<file path="config.mk">
export PLATFORM = sky130hd
export DESIGN_NAME = ud_count_monitor
export DESIGN_NICKNAME = d
export VERILOG_FILES = /design/src/rtl/ud_count_monitor.sv
export SDC_FILE = /design/constraint.sdc
export NUM_CORES = 1
export LEC_CHECK = 0
export CAP_MARGIN = 15
export CORE_MARGIN = 5
export CORE_UTILIZATION = 25
export CTS_CLUSTER_SIZE = 8
export DETAILED_ROUTE_END_ITERATION = 16
export GPL_ROUTABILITY_DRIVEN = 0
export REMOVE_ABC_BUFFERS = 1
export SYNTH_ARGS = -nofsm -noshare
export SYNTH_HDL_FRONTEND = slang
export SYNTH_SLANG_ARGS = --single-unit
</file>
<file path="constraint.sdc">
create_clock -name clk -period 3 [get_ports clk]
set_input_delay 0.45 -clock clk [delete_from_list [all_inputs] [get_ports clk]]
set_output_delay 0.45 -clock clk [all_outputs]
set_load 0.005 [all_outputs]
</file>
<file path="src/rtl/ud_count_monitor.sv">
// ---------------------------------------------------------------------------
// ud_count_monitor
//   Receive-side checker for an up/down counter. Watches the count bus,
//   recovers the counting direction, declares lock after LOCK_N consecutive
//   same-direction single steps, and flags reversals and illegal jumps.
//
// Ports
//   clk        system clock, rising edge
//   rst        synchronous active-high reset
//   q_in       observed count value (WIDTH bits)
//   sample_en  q_in is valid this cycle and is evaluated
//   dir        decoded direction, 1 = up, 0 = down
//   locked     direction confirmed
//   rev        one-cycle pulse when a locked direction reverses
//   err        one-cycle pulse on an illegal jump (glitch or skipped code)
//   step_cnt   in-direction steps seen while locked (wraps, kept across relock)
// ---------------------------------------------------------------------------
module ud_count_monitor #(
   parameter int WIDTH  = 4,
   parameter int LOCK_N = 3,   // legal range 1..15
   parameter int STEP_W = 8
) (
   input  logic              clk,
   input  logic              rst,
   input  logic [WIDTH-1:0]  q_in,
   input  logic              sample_en,
   output logic              dir,
   output logic              locked,
   output logic              rev,
   output logic              err,
   output logic [STEP_W-1:0] step_cnt
);

   typedef enum logic [1:0] {S_INIT, S_SEEK, S_LOCK} state_e;

   localparam logic [3:0]       LOCK_V = 4'(LOCK_N);
   localparam logic [WIDTH-1:0] D_UP   = WIDTH'(1);
   localparam logic [WIDTH-1:0] D_DN   = {WIDTH{1'b1}};

   state_e              state_q, state_d;
   logic [WIDTH-1:0]    prev_q,  prev_d;
   logic [3:0]          run_q,   run_d;
   logic                cand_q,  cand_d;
   logic                dir_q,   dir_d;
   logic                locked_q, locked_d;
   logic                rev_q,   rev_d;
   logic                err_q,   err_d;
   logic [STEP_W-1:0]   step_q,  step_d;

   // Step classification; modular subtraction makes both wraps single steps.
   logic [WIDTH-1:0] delta;
   logic             is_up, is_dn, is_step, is_hold, step_dir;
   logic [3:0]       run_n;

   assign delta    = q_in - prev_q;
   assign is_up    = (delta == D_UP);
   assign is_dn    = (delta == D_DN);
   assign is_step  = is_up | is_dn;
   assign is_hold  = (delta == '0);
   assign step_dir = is_up;

   always_comb begin
      // NOTE: every next-state value defaults to its current value first, so
      // no path through the case leaves a signal unassigned (no latches).
      state_d  = state_q;
      prev_d   = prev_q;
      run_d    = run_q;
      cand_d   = cand_q;
      dir_d    = dir_q;
      locked_d = locked_q;
      step_d   = step_q;
      rev_d    = 1'b0;
      err_d    = 1'b0;
      run_n    = run_q;

      if (sample_en) begin
         prev_d = q_in;
         unique case (state_q)
            S_INIT: state_d = S_SEEK;   // first sample only primes prev

            S_SEEK: begin
               if (is_step) begin
                  if ((step_dir == cand_q) && (run_q != 4'd0)) begin
                     run_n = (run_q >= LOCK_V) ? LOCK_V : run_q + 4'd1;
                  end else begin
                     cand_d = step_dir;
                     run_n  = 4'd1;
                  end
                  run_d = run_n;
                  if (run_n == LOCK_V) begin
                     state_d  = S_LOCK;
                     dir_d    = step_dir;
                     locked_d = 1'b1;
                  end
               end else if (!is_hold) begin
                  run_d = 4'd0;
                  err_d = 1'b1;
               end
            end

            S_LOCK: begin
               if (is_step) begin
                  if (step_dir == dir_q) begin
                     step_d = step_q + STEP_W'(1);
                  end else begin
                     rev_d  = 1'b1;
                     cand_d = step_dir;
                     run_d  = 4'd1;
                     // A single step is already enough to relock.
                     if (LOCK_V == 4'd1) begin
                        dir_d = step_dir;
                     end else begin
                        locked_d = 1'b0;
                        state_d  = S_SEEK;
                     end
                  end
               end else if (!is_hold) begin
                  err_d    = 1'b1;
                  locked_d = 1'b0;
                  run_d    = 4'd0;
                  state_d  = S_SEEK;   // dir keeps its last value
               end
            end

            default: state_d = S_INIT;
         endcase
      end
   end

   always_ff @(posedge clk) begin
      // NOTE: sequential state uses non-blocking assignments only, so every
      // register samples the pre-edge values of the others.
      if (rst) begin
         state_q  <= S_INIT;
         prev_q   <= '0;
         run_q    <= '0;
         cand_q   <= 1'b0;
         dir_q    <= 1'b0;
         locked_q <= 1'b0;
         rev_q    <= 1'b0;
         err_q    <= 1'b0;
         step_q   <= '0;
      end else begin
         state_q  <= state_d;
         prev_q   <= prev_d;
         run_q    <= run_d;
         cand_q   <= cand_d;
         dir_q    <= dir_d;
         locked_q <= locked_d;
         rev_q    <= rev_d;
         err_q    <= err_d;
         step_q   <= step_d;
      end
   end

   assign dir      = dir_q;
   assign locked   = locked_q;
   assign rev      = rev_q;
   assign err      = err_q;
   assign step_cnt = step_q;

endmodule
</file>
==> run_summary.xml, run 1 <==
<?xml version="1.0" encoding="UTF-8"?>
<metrics>
  <group name="outcome">
    <metric name="result_of_the_run" unit="">complete, no violations</metric>
  </group>
  <group name="global_route">
    <metric name="first_pass_grt_wire_length" unit="µm">6203</metric>
    <metric name="grt_overflow" unit="">0</metric>
    <metric name="antenna_found_initial" unit="">0</metric>
    <metric name="grt_start_max_net_pins" unit="">15</metric>
    <metric name="first_global_vias" unit="">1366</metric>
    <metric name="grt_use_total" unit="%">9.703</metric>
  </group>
  <group name="cells_and_area">
    <metric name="layout.cells.most_common" unit="">dfxtp_1</metric>
    <metric name="multi_input_area" unit="mm²">0.001091</metric>
    <metric name="drive_above_1_share" unit="%">22.02</metric>
    <metric name="mostFrequentLayoutCells" unit="">23 x dfxtp_1, 19 x buf_4, 18 x clkdlybuf4s50_1, 16 x nor2_1</metric>
    <metric name="n_antenna_cell" unit="">0</metric>
    <metric name="area_added_between_synthesis_and_finish" unit="%">31.49</metric>
    <metric name="fillers" unit="">677</metric>
    <metric name="sequential_cell_area" unit="µm²">460.4</metric>
    <metric name="fin_nets" unit="">238</metric>
  </group>
  <group name="hold_path">
    <metric name="worst_hold_path.num_cells" unit="">1</metric>
    <metric name="hold_start" unit="">run_q[2]$_SDFFE_PP0P_</metric>
    <metric name="min-delay-path-class" unit="">flip-flop to flip-flop</metric>
    <metric name="whs_endpoint" unit="">run_q[2]$_SDFFE_PP0P_</metric>
  </group>
  <group name="floorplanning">
    <metric name="fp.coreArea" unit="mm²">0.006241</metric>
    <metric name="design.die.area" unit="mm²">0.008017</metric>
    <metric name="die_height" unit="µm">89.54</metric>
    <metric name="die_wd" unit="µm">89.54</metric>
    <metric name="boundaryPins" unit="">19</metric>
    <metric name="floorplan.rows" unit="">29</metric>
    <metric name="initial_utilization" unit="%">25.34</metric>
  </group>
  <group name="worst_setup_path">
    <metric name="critical_path_class" unit="">primary input to flip-flop</metric>
    <metric name="timing.reg2reg.setup_slack" unit="ns">0.44</metric>
    <metric name="timing.critical_path.fanout_max" unit="">3</metric>
    <metric name="cp-start-kind" unit="">primary input</metric>
    <metric name="timing.rr.start" unit="">prev_q[0]$_SDFFE_PP0P_</metric>
    <metric name="worstReg2RegEnd" unit="">step_cnt[7]$_SDFFE_PP0P_</metric>
    <metric name="crit_path_capture_type" unit="">flip-flop</metric>
    <metric name="worst-endpoint-required" unit="ns">3.16</metric>
    <metric name="worstRegToRegCells" unit="">9</metric>
    <metric name="worst_path_arrival" unit="ns">3.10</metric>
  </group>
  <group name="synthesis">
    <metric name="ys.warnings.count" unit="">0</metric>
    <metric name="post_synth_inst_count" unit="">181</metric>
    <metric name="ys_ff_latch" unit="">23</metric>
    <metric name="number_of_distinct_standard_cells_referenced_by_the_synthesized_netlist" unit="">55</metric>
    <metric name="ys.flop_type" unit="">dfxtp_1</metric>
    <metric name="seq_area_frac_synth" unit="%">29.11</metric>
    <metric name="synthesis.area" unit="mm²">0.001582</metric>
    <metric name="synth-async-reset-ratio" unit="%">0</metric>
    <metric name="postSynthAreaPerCell" unit="µm²">8.738</metric>
    <metric name="synth-edff-count" unit="">0</metric>
  </group>
  <group name="routing">
    <metric name="wl_per_cell" unit="µm">12.81</metric>
    <metric name="dr.pass1.iters" unit="">4</metric>
    <metric name="detailedRoute.firstIterationViolations" unit="">119</metric>
    <metric name="drt-total-wl" unit="µm">3779</metric>
    <metric name="total_number_of_vias" unit="">1445</metric>
    <metric name="detail_route.drc_violations" unit="">0</metric>
    <metric name="drtAntennaViolNets" unit="">0</metric>
    <metric name="drt-vias-per-instance" unit="">4.898</metric>
  </group>
  <group name="run">
    <metric name="drv_cap" unit="">0</metric>
  </group>
  <group name="timing">
    <metric name="final.setup_skew" unit="ns">0.001991</metric>
    <metric name="finalCritPeriodShare" unit="%">97.95</metric>
    <metric name="slew_headroom" unit="%">59.60</metric>
    <metric name="timing.fmax" unit="MHz">340.3</metric>
    <metric name="worst_slew_pin_slew" unit="ns">0.6041</metric>
    <metric name="slew_viol_final" unit="">0</metric>
    <metric name="setup_viol" unit="">0</metric>
    <metric name="hold_violations" unit="">0</metric>
    <metric name="period_minus_slack" unit="ns">2.939</metric>
    <metric name="final.setup.tns" unit="ns">0</metric>
  </group>
  <group name="power">
    <metric name="power.static_leakage" unit="µW">0.0007439</metric>
    <metric name="power" unit="µW">746.5</metric>
    <metric name="worst_ir_drop_vdd" unit="mV">0.1579</metric>
    <metric name="powerDensity" unit="mW/mm²">359.0</metric>
  </group>
  <group name="clock_tree">
    <metric name="insertion_delay" unit="ns">0.27</metric>
    <metric name="clock-sinks" unit="">23</metric>
    <metric name="holdBufCountCts" unit="">0</metric>
    <metric name="h_tree_depth" unit="">1</metric>
    <metric name="cts_tree" unit="">done</metric>
    <metric name="register_clock_pin_slew_on_the_reported_worst_setup_and_hold_paths" unit="ns">0.09</metric>
    <metric name="numCtsBuffers" unit="">3</metric>
    <metric name="cts_max_path_buffers" unit="">2</metric>
    <metric name="clockRootBuffer" unit="">clkbuf_8</metric>
  </group>
  <group name="placement">
    <metric name="dp_hpwl" unit="µm">2892</metric>
    <metric name="port_buffers" unit="">18</metric>
  </group>
</metrics>
==> through the flow <==
stage / utilization (%) / cell area (µm²) / cells / setup slack [ns] / hold WS (ns)
CTS: 32.44 / 2024 / 294 / 0.007394 / 0.4689
floorplan: - / 1560 / 176 / 0.2062 / 0.4305
finish: 33.32 / 2079 / 295 / 0.06135 / 0.4633
detailed placement: 31.72 / 1979 / 290 / -0.2782 / 0.4477
global route: 33.32 / 2079 / 295 / -0.04099 / 0.4958
global placement: 31.72 / 1979 / 290 / -0.2016 / 0.4450
==> how the worst max path moves through the flow <==
stage | depth (start not counted) | end | slack [ns] | from
floorplan | 10 | step_cnt[7]$_SDFFE_PP0P_ | 0.21 | q_in[0]
detailed placement | 11 | step_cnt[7]$_SDFFE_PP0P_ | -0.28 | q_in[0]
CTS | 11 | step_cnt[7]$_SDFFE_PP0P_ | 0.007 | q_in[0]
global placement | 11 | step_cnt[7]$_SDFFE_PP0P_ | -0.20 | q_in[0]
finish | 11 | step_cnt[7]$_SDFFE_PP0P_ | 0.06 | q_in[0]
global route | 11 | step_cnt[7]$_SDFFE_PP0P_ | -0.04 | q_in[0]
==> what timing repair did <==
action	4_1_cts	5_1_grt
setup endpoints to repair	0	10
buffers inserted	0	1
gates resized for setup	0	12
==> cell usage after synthesis, types with 2 or more instances <==
cell type	instances	share of area (%)
a2111oi_1	2	1.3
a21o_1	2	0.95
a21oi_1	13	4.1
a21oi_2	2	1.1
and2_1	3	1.2
buf_2	2	0.63
clkbuf_1	3	0.71
dfxtp_1	23	29
ha_1	11	8.7
inv_1	14	3.3
mux2i_1	6	3.8
nand2_1	13	3.1
nand2b_1	2	0.79
nand3_1	5	1.6
nand4_1	2	0.79
nor2_1	16	3.8
nor2b_1	2	0.79
nor3_1	4	1.3
nor3_2	2	1.3
nor4_1	3	1.2
nor4_2	2	1.6
o21ai_0	8	2.5
or3_1	6	2.4
xnor2_1	2	1.1
xor2_1	3	1.7
==> power by group <==
group	switching [µW]	internal, µW
sequential	6.89	314
clock	111	95.1
combinational	126	93.7
total	244	503
==> worst max-delay path, cell delays in order <==
cell	delay, ns
clkdlybuf4s50_1	0.47
inv_1	0.04
ha_1	0.21
inv_2	0.06
fa_2	0.46
inv_2	0.08
nand2_2	0.08
o41ai_4	0.48
o211ai_2	0.19
nor4_2	0.21
mux2_1	0.36
==> state kept, by name, indices dropped and copies added, names as in the netlist <==
register  cells
cand_q        1
dir           1
err           1
locked        1
prev_q        4
rev           1
run_q         4
state_q       2
step_cnt      8
==> area by class of cell <==
class                   count  area share [%]
flip-flops and latches     23           22.14
well taps                  77           4.633
clock buffers               4           2.166
repair buffers             38           16.06
multi-input cells         139           52.47
inverters                  14           2.527
==> kinds of logic after synthesis <==
group / share of synthesized area [%]
AOI/OAI and AO/OA: 22.87
xor gates and xnor gates: 3.798
adders and majority gates: 9.968
buffers and inverters: 4.668
and+or+nand+nor: 24.37
DFF: 29.11
muxes: 5.222
==> per-layer routing <==
layer / GRT usage [%] / wire length [µm] / vias to the layer above
met1: 12.56 / 1758 / 673
met5: 0 / 0 / -
li1: - / - / 736
met3: 2.581 / 171 / 7
met4: 2.842 / 51 / 0
met2: 15.81 / 1798 / 29
Power figures use the tool's default switching activity.
==> run 2: changes to the inputs <==
--- a/config.mk
+++ b/config.mk
@@ -7,7 +7,7 @@
 export LEC_CHECK = 0
 export CAP_MARGIN = 15
 export CORE_MARGIN = 5
-export CORE_UTILIZATION = 25
+export CORE_UTILIZATION = 35
 export CTS_CLUSTER_SIZE = 8
 export DETAILED_ROUTE_END_ITERATION = 16
 export GPL_ROUTABILITY_DRIVEN = 0
==> run_summary.xml, run 2 (same netlist as run 1, synthesis figures left out) <==
<?xml version="1.0" encoding="UTF-8"?>
<metrics>
  <group name="global_route">
    <metric name="grt_start_max_net_pins" unit="">16</metric>
    <metric name="first_pass_grt_wire_length" unit="µm">6382</metric>
    <metric name="first_global_vias" unit="">1393</metric>
    <metric name="grt_use_total" unit="%">12.65</metric>
    <metric name="grt_overflow" unit="">0</metric>
    <metric name="antenna_found_initial" unit="">0</metric>
  </group>
  <group name="cells_and_area">
    <metric name="layout.cells.most_common" unit="">dfxtp_1</metric>
    <metric name="area_added_between_synthesis_and_finish" unit="%">28.32</metric>
    <metric name="drive_above_1_share" unit="%">20.93</metric>
    <metric name="mostFrequentLayoutCells" unit="">23 x dfxtp_1, 18 x clkdlybuf4s50_1, 16 x nor2_1, 16 x buf_4, 13 x inv_1</metric>
    <metric name="n_antenna_cell" unit="">0</metric>
    <metric name="final_cell_area" unit="mm²">0.002029</metric>
    <metric name="fin_nets" unit="">235</metric>
    <metric name="largest_reg_flops" unit="">8</metric>
  </group>
  <group name="power">
    <metric name="worst_ir_drop_vdd" unit="mV">0.1416</metric>
    <metric name="powerDensity" unit="mW/mm²">360.8</metric>
    <metric name="clockPowerShare" unit="%">27.1</metric>
    <metric name="seq_power_share" unit="%">43.9</metric>
    <metric name="swShare" unit="%">32.15</metric>
    <metric name="power.static_leakage" unit="µW">0.0007314</metric>
    <metric name="cellInternalPower" unit="µW">496.8</metric>
    <metric name="p_sw" unit="µW">235.4</metric>
    <metric name="share_comb_of_total_power" unit="%">29.0</metric>
  </group>
  <group name="worst_setup_path">
    <metric name="critical_path_cell_count" unit="">11</metric>
    <metric name="timing.rr.start" unit="">prev_q[0]$_SDFFE_PP0P_</metric>
    <metric name="crit_path_top_delay_cell" unit="">clkdlybuf4s50_1</metric>
    <metric name="crit_top_cell" unit="">inv_1</metric>
    <metric name="critical_path.max_stage_delay" unit="ns">0.48</metric>
    <metric name="worstRegToRegCells" unit="">10</metric>
    <metric name="worstReg2RegEnd" unit="">run_q[0]$_SDFFE_PP0P_</metric>
    <metric name="crit_path_capture_type" unit="">flip-flop</metric>
    <metric name="timing.critical_path.fanout_max" unit="">3</metric>
    <metric name="critical_path_class" unit="">primary input to flip-flop</metric>
    <metric name="worst-path-buf-inv" unit="">4</metric>
    <metric name="worst_path_dominant_cell_family" unit="">buffers and inverters</metric>
    <metric name="worst_path_arrival" unit="ns">3.04</metric>
    <metric name="timing.reg2reg.setup_slack" unit="ns">0.47</metric>
    <metric name="cp-start-kind" unit="">primary input</metric>
    <metric name="endpoint" unit="">step_cnt[7]$_SDFFE_PP0P_</metric>
    <metric name="worst-endpoint-required" unit="ns">3.16</metric>
    <metric name="cp_cell_sequence" unit="">clkdlybuf4s50_1 &gt; inv_1 &gt; ha_1 &gt; inv_1 &gt; fa_2 &gt; inv_2 &gt; nand2_2 &gt; o41ai_4 &gt; o211ai_2 &gt; nor4_2 &gt; mux2_1</metric>
    <metric name="setup.worst_path.start" unit="">q_in[0]</metric>
  </group>
  <group name="timing">
    <metric name="period_minus_slack" unit="ns">2.879</metric>
    <metric name="hold_violations" unit="">0</metric>
    <metric name="worst_slew_pin_slew" unit="ns">0.6146</metric>
    <metric name="finalCritPeriodShare" unit="%">95.96</metric>
    <metric name="setup_viol" unit="">0</metric>
    <metric name="slew_headroom" unit="%">58.90</metric>
    <metric name="finalWorstSetupSlack" unit="ns">0.1211</metric>
    <metric name="timing.fmax" unit="MHz">347.4</metric>
    <metric name="final.setup_skew" unit="ns">0.001224</metric>
    <metric name="slew_viol_final" unit="">0</metric>
  </group>
  <group name="floorplanning">
    <metric name="initial_utilization" unit="%">36.07</metric>
    <metric name="die_height" unit="µm">77.22</metric>
    <metric name="die_wd" unit="µm">77.22</metric>
    <metric name="fp.coreArea" unit="mm²">0.004384</metric>
    <metric name="floorplan.rows" unit="">24</metric>
    <metric name="boundaryPins" unit="">19</metric>
    <metric name="design.die.area" unit="mm²">0.005963</metric>
  </group>
  <group name="routing">
    <metric name="total_number_of_vias" unit="">1419</metric>
    <metric name="wl_per_cell" unit="µm">13.44</metric>
    <metric name="detailedRoute.firstIterationViolations" unit="">77</metric>
    <metric name="detail_route.drc_violations" unit="">0</metric>
    <metric name="dr.pass1.iters" unit="">4</metric>
    <metric name="drtAntennaViolNets" unit="">0</metric>
    <metric name="drt-total-wl" unit="µm">3588</metric>
    <metric name="drt-vias-per-instance" unit="">5.315</metric>
  </group>
  <group name="run">
    <metric name="drv_cap" unit="">0</metric>
  </group>
  <group name="clock_tree">
    <metric name="cts_max_path_buffers" unit="">2</metric>
    <metric name="clock-sinks" unit="">23</metric>
    <metric name="numCtsBuffers" unit="">3</metric>
    <metric name="register_clock_pin_slew_on_the_reported_worst_setup_and_hold_paths" unit="ns">0.09</metric>
    <metric name="insertion_delay" unit="ns">0.27</metric>
    <metric name="clockRootBuffer" unit="">clkbuf_8</metric>
    <metric name="h_tree_depth" unit="">1</metric>
    <metric name="cts_tree" unit="">done</metric>
    <metric name="holdBufCountCts" unit="">0</metric>
  </group>
  <group name="hold_path">
    <metric name="min-delay-path-class" unit="">flip-flop to flip-flop</metric>
  </group>
  <group name="placement">
    <metric name="port_buffers" unit="">18</metric>
    <metric name="post_dp_cell_area" unit="mm²">0.001926</metric>
    <metric name="dp_hpwl" unit="µm">2816</metric>
    <metric name="pre_cts_ws" unit="ns">-0.2729</metric>
  </group>
  <group name="outcome">
    <metric name="result_of_the_run" unit="">complete, no violations</metric>
  </group>
</metrics>
## run 2: how the worst min path moves through the flow
stage | start | endpoint | slack [ns] | cells past startpoint
global placement | run_q[2]$_SDFFE_PP0P_ | run_q[2]$_SDFFE_PP0P_ | 0.44 | 1
floorplan | run_q[2]$_SDFFE_PP0P_ | run_q[2]$_SDFFE_PP0P_ | 0.43 | 1
detailed placement | run_q[2]$_SDFFE_PP0P_ | run_q[2]$_SDFFE_PP0P_ | 0.46 | 1
global route | run_q[3]$_SDFFE_PP0P_ | run_q[3]$_SDFFE_PP0P_ | 0.50 | 1
CTS | run_q[2]$_SDFFE_PP0P_ | run_q[2]$_SDFFE_PP0P_ | 0.48 | 1
finish | run_q[2]$_SDFFE_PP0P_ | run_q[2]$_SDFFE_PP0P_ | 0.47 | 1
## run 2: worst register-to-register path: cells and delay by family, from the launching register on
kind,cells,cell delay (ns)
compound gates,3,0.73
xor+xnor,1,0.21
fa+ha+maj,2,0.52
buf+inv,2,0.20
flops,1,0.34
simple gates,2,0.48
## run 2: power by group through the flow
stage / clock network, µW / logic, µW / registers [µW]
after floorplan: 0 / 131 / 327
after global routing: 229 / 235 / 323
after detailed placement: 0 / 202 / 329
after global placement: 0 / 201 / 328
final: 199 / 212 / 321
after CTS: 212 / 203 / 321
## run 2: stage by stage
step	setup TNS (ns)	total power (µW)	instances	hold slack (ns)	util, %
after global routing	-0.01218	787.1	267	0.4963	46.29
after global placement	-1.391	529.0	262	0.4424	43.92
after CTS	0	737.1	266	0.4788	44.98
after floorplan	0	458.3	176	0.4305	-
final	0	732.2	267	0.4694	46.29
after detailed placement	-2.033	530.9	262	0.4560	43.92
## run 2: area by class of cell
| class | count | area (µm²) |
|---|---|---|
| tap | 52 | 65.06 |
| clock inverter | 1 | 5.005 |
| inverter | 14 | 52.55 |
| sequential | 23 | 460.4 |
| multi-input combinational | 139 | 1094 |
| fill | 437 | 2355 |
| timing repair buffer | 35 | 311.5 |
| clock buffer | 3 | 41.29 |
## run 2: per-layer routing
layer,track usage [%],routed length [µm]
met1,17.46,1673
met2,20.03,1700
met3,2.576,190
met4,3.093,23
met5,0,0
## run 2: timing repair
item                                    4_1_cts  5_1_grt
hold endpoints to repair                      0        0
setup buffers                                 0        1
gates resized for setup                       0       11
endpoints found under the setup margin        0       10
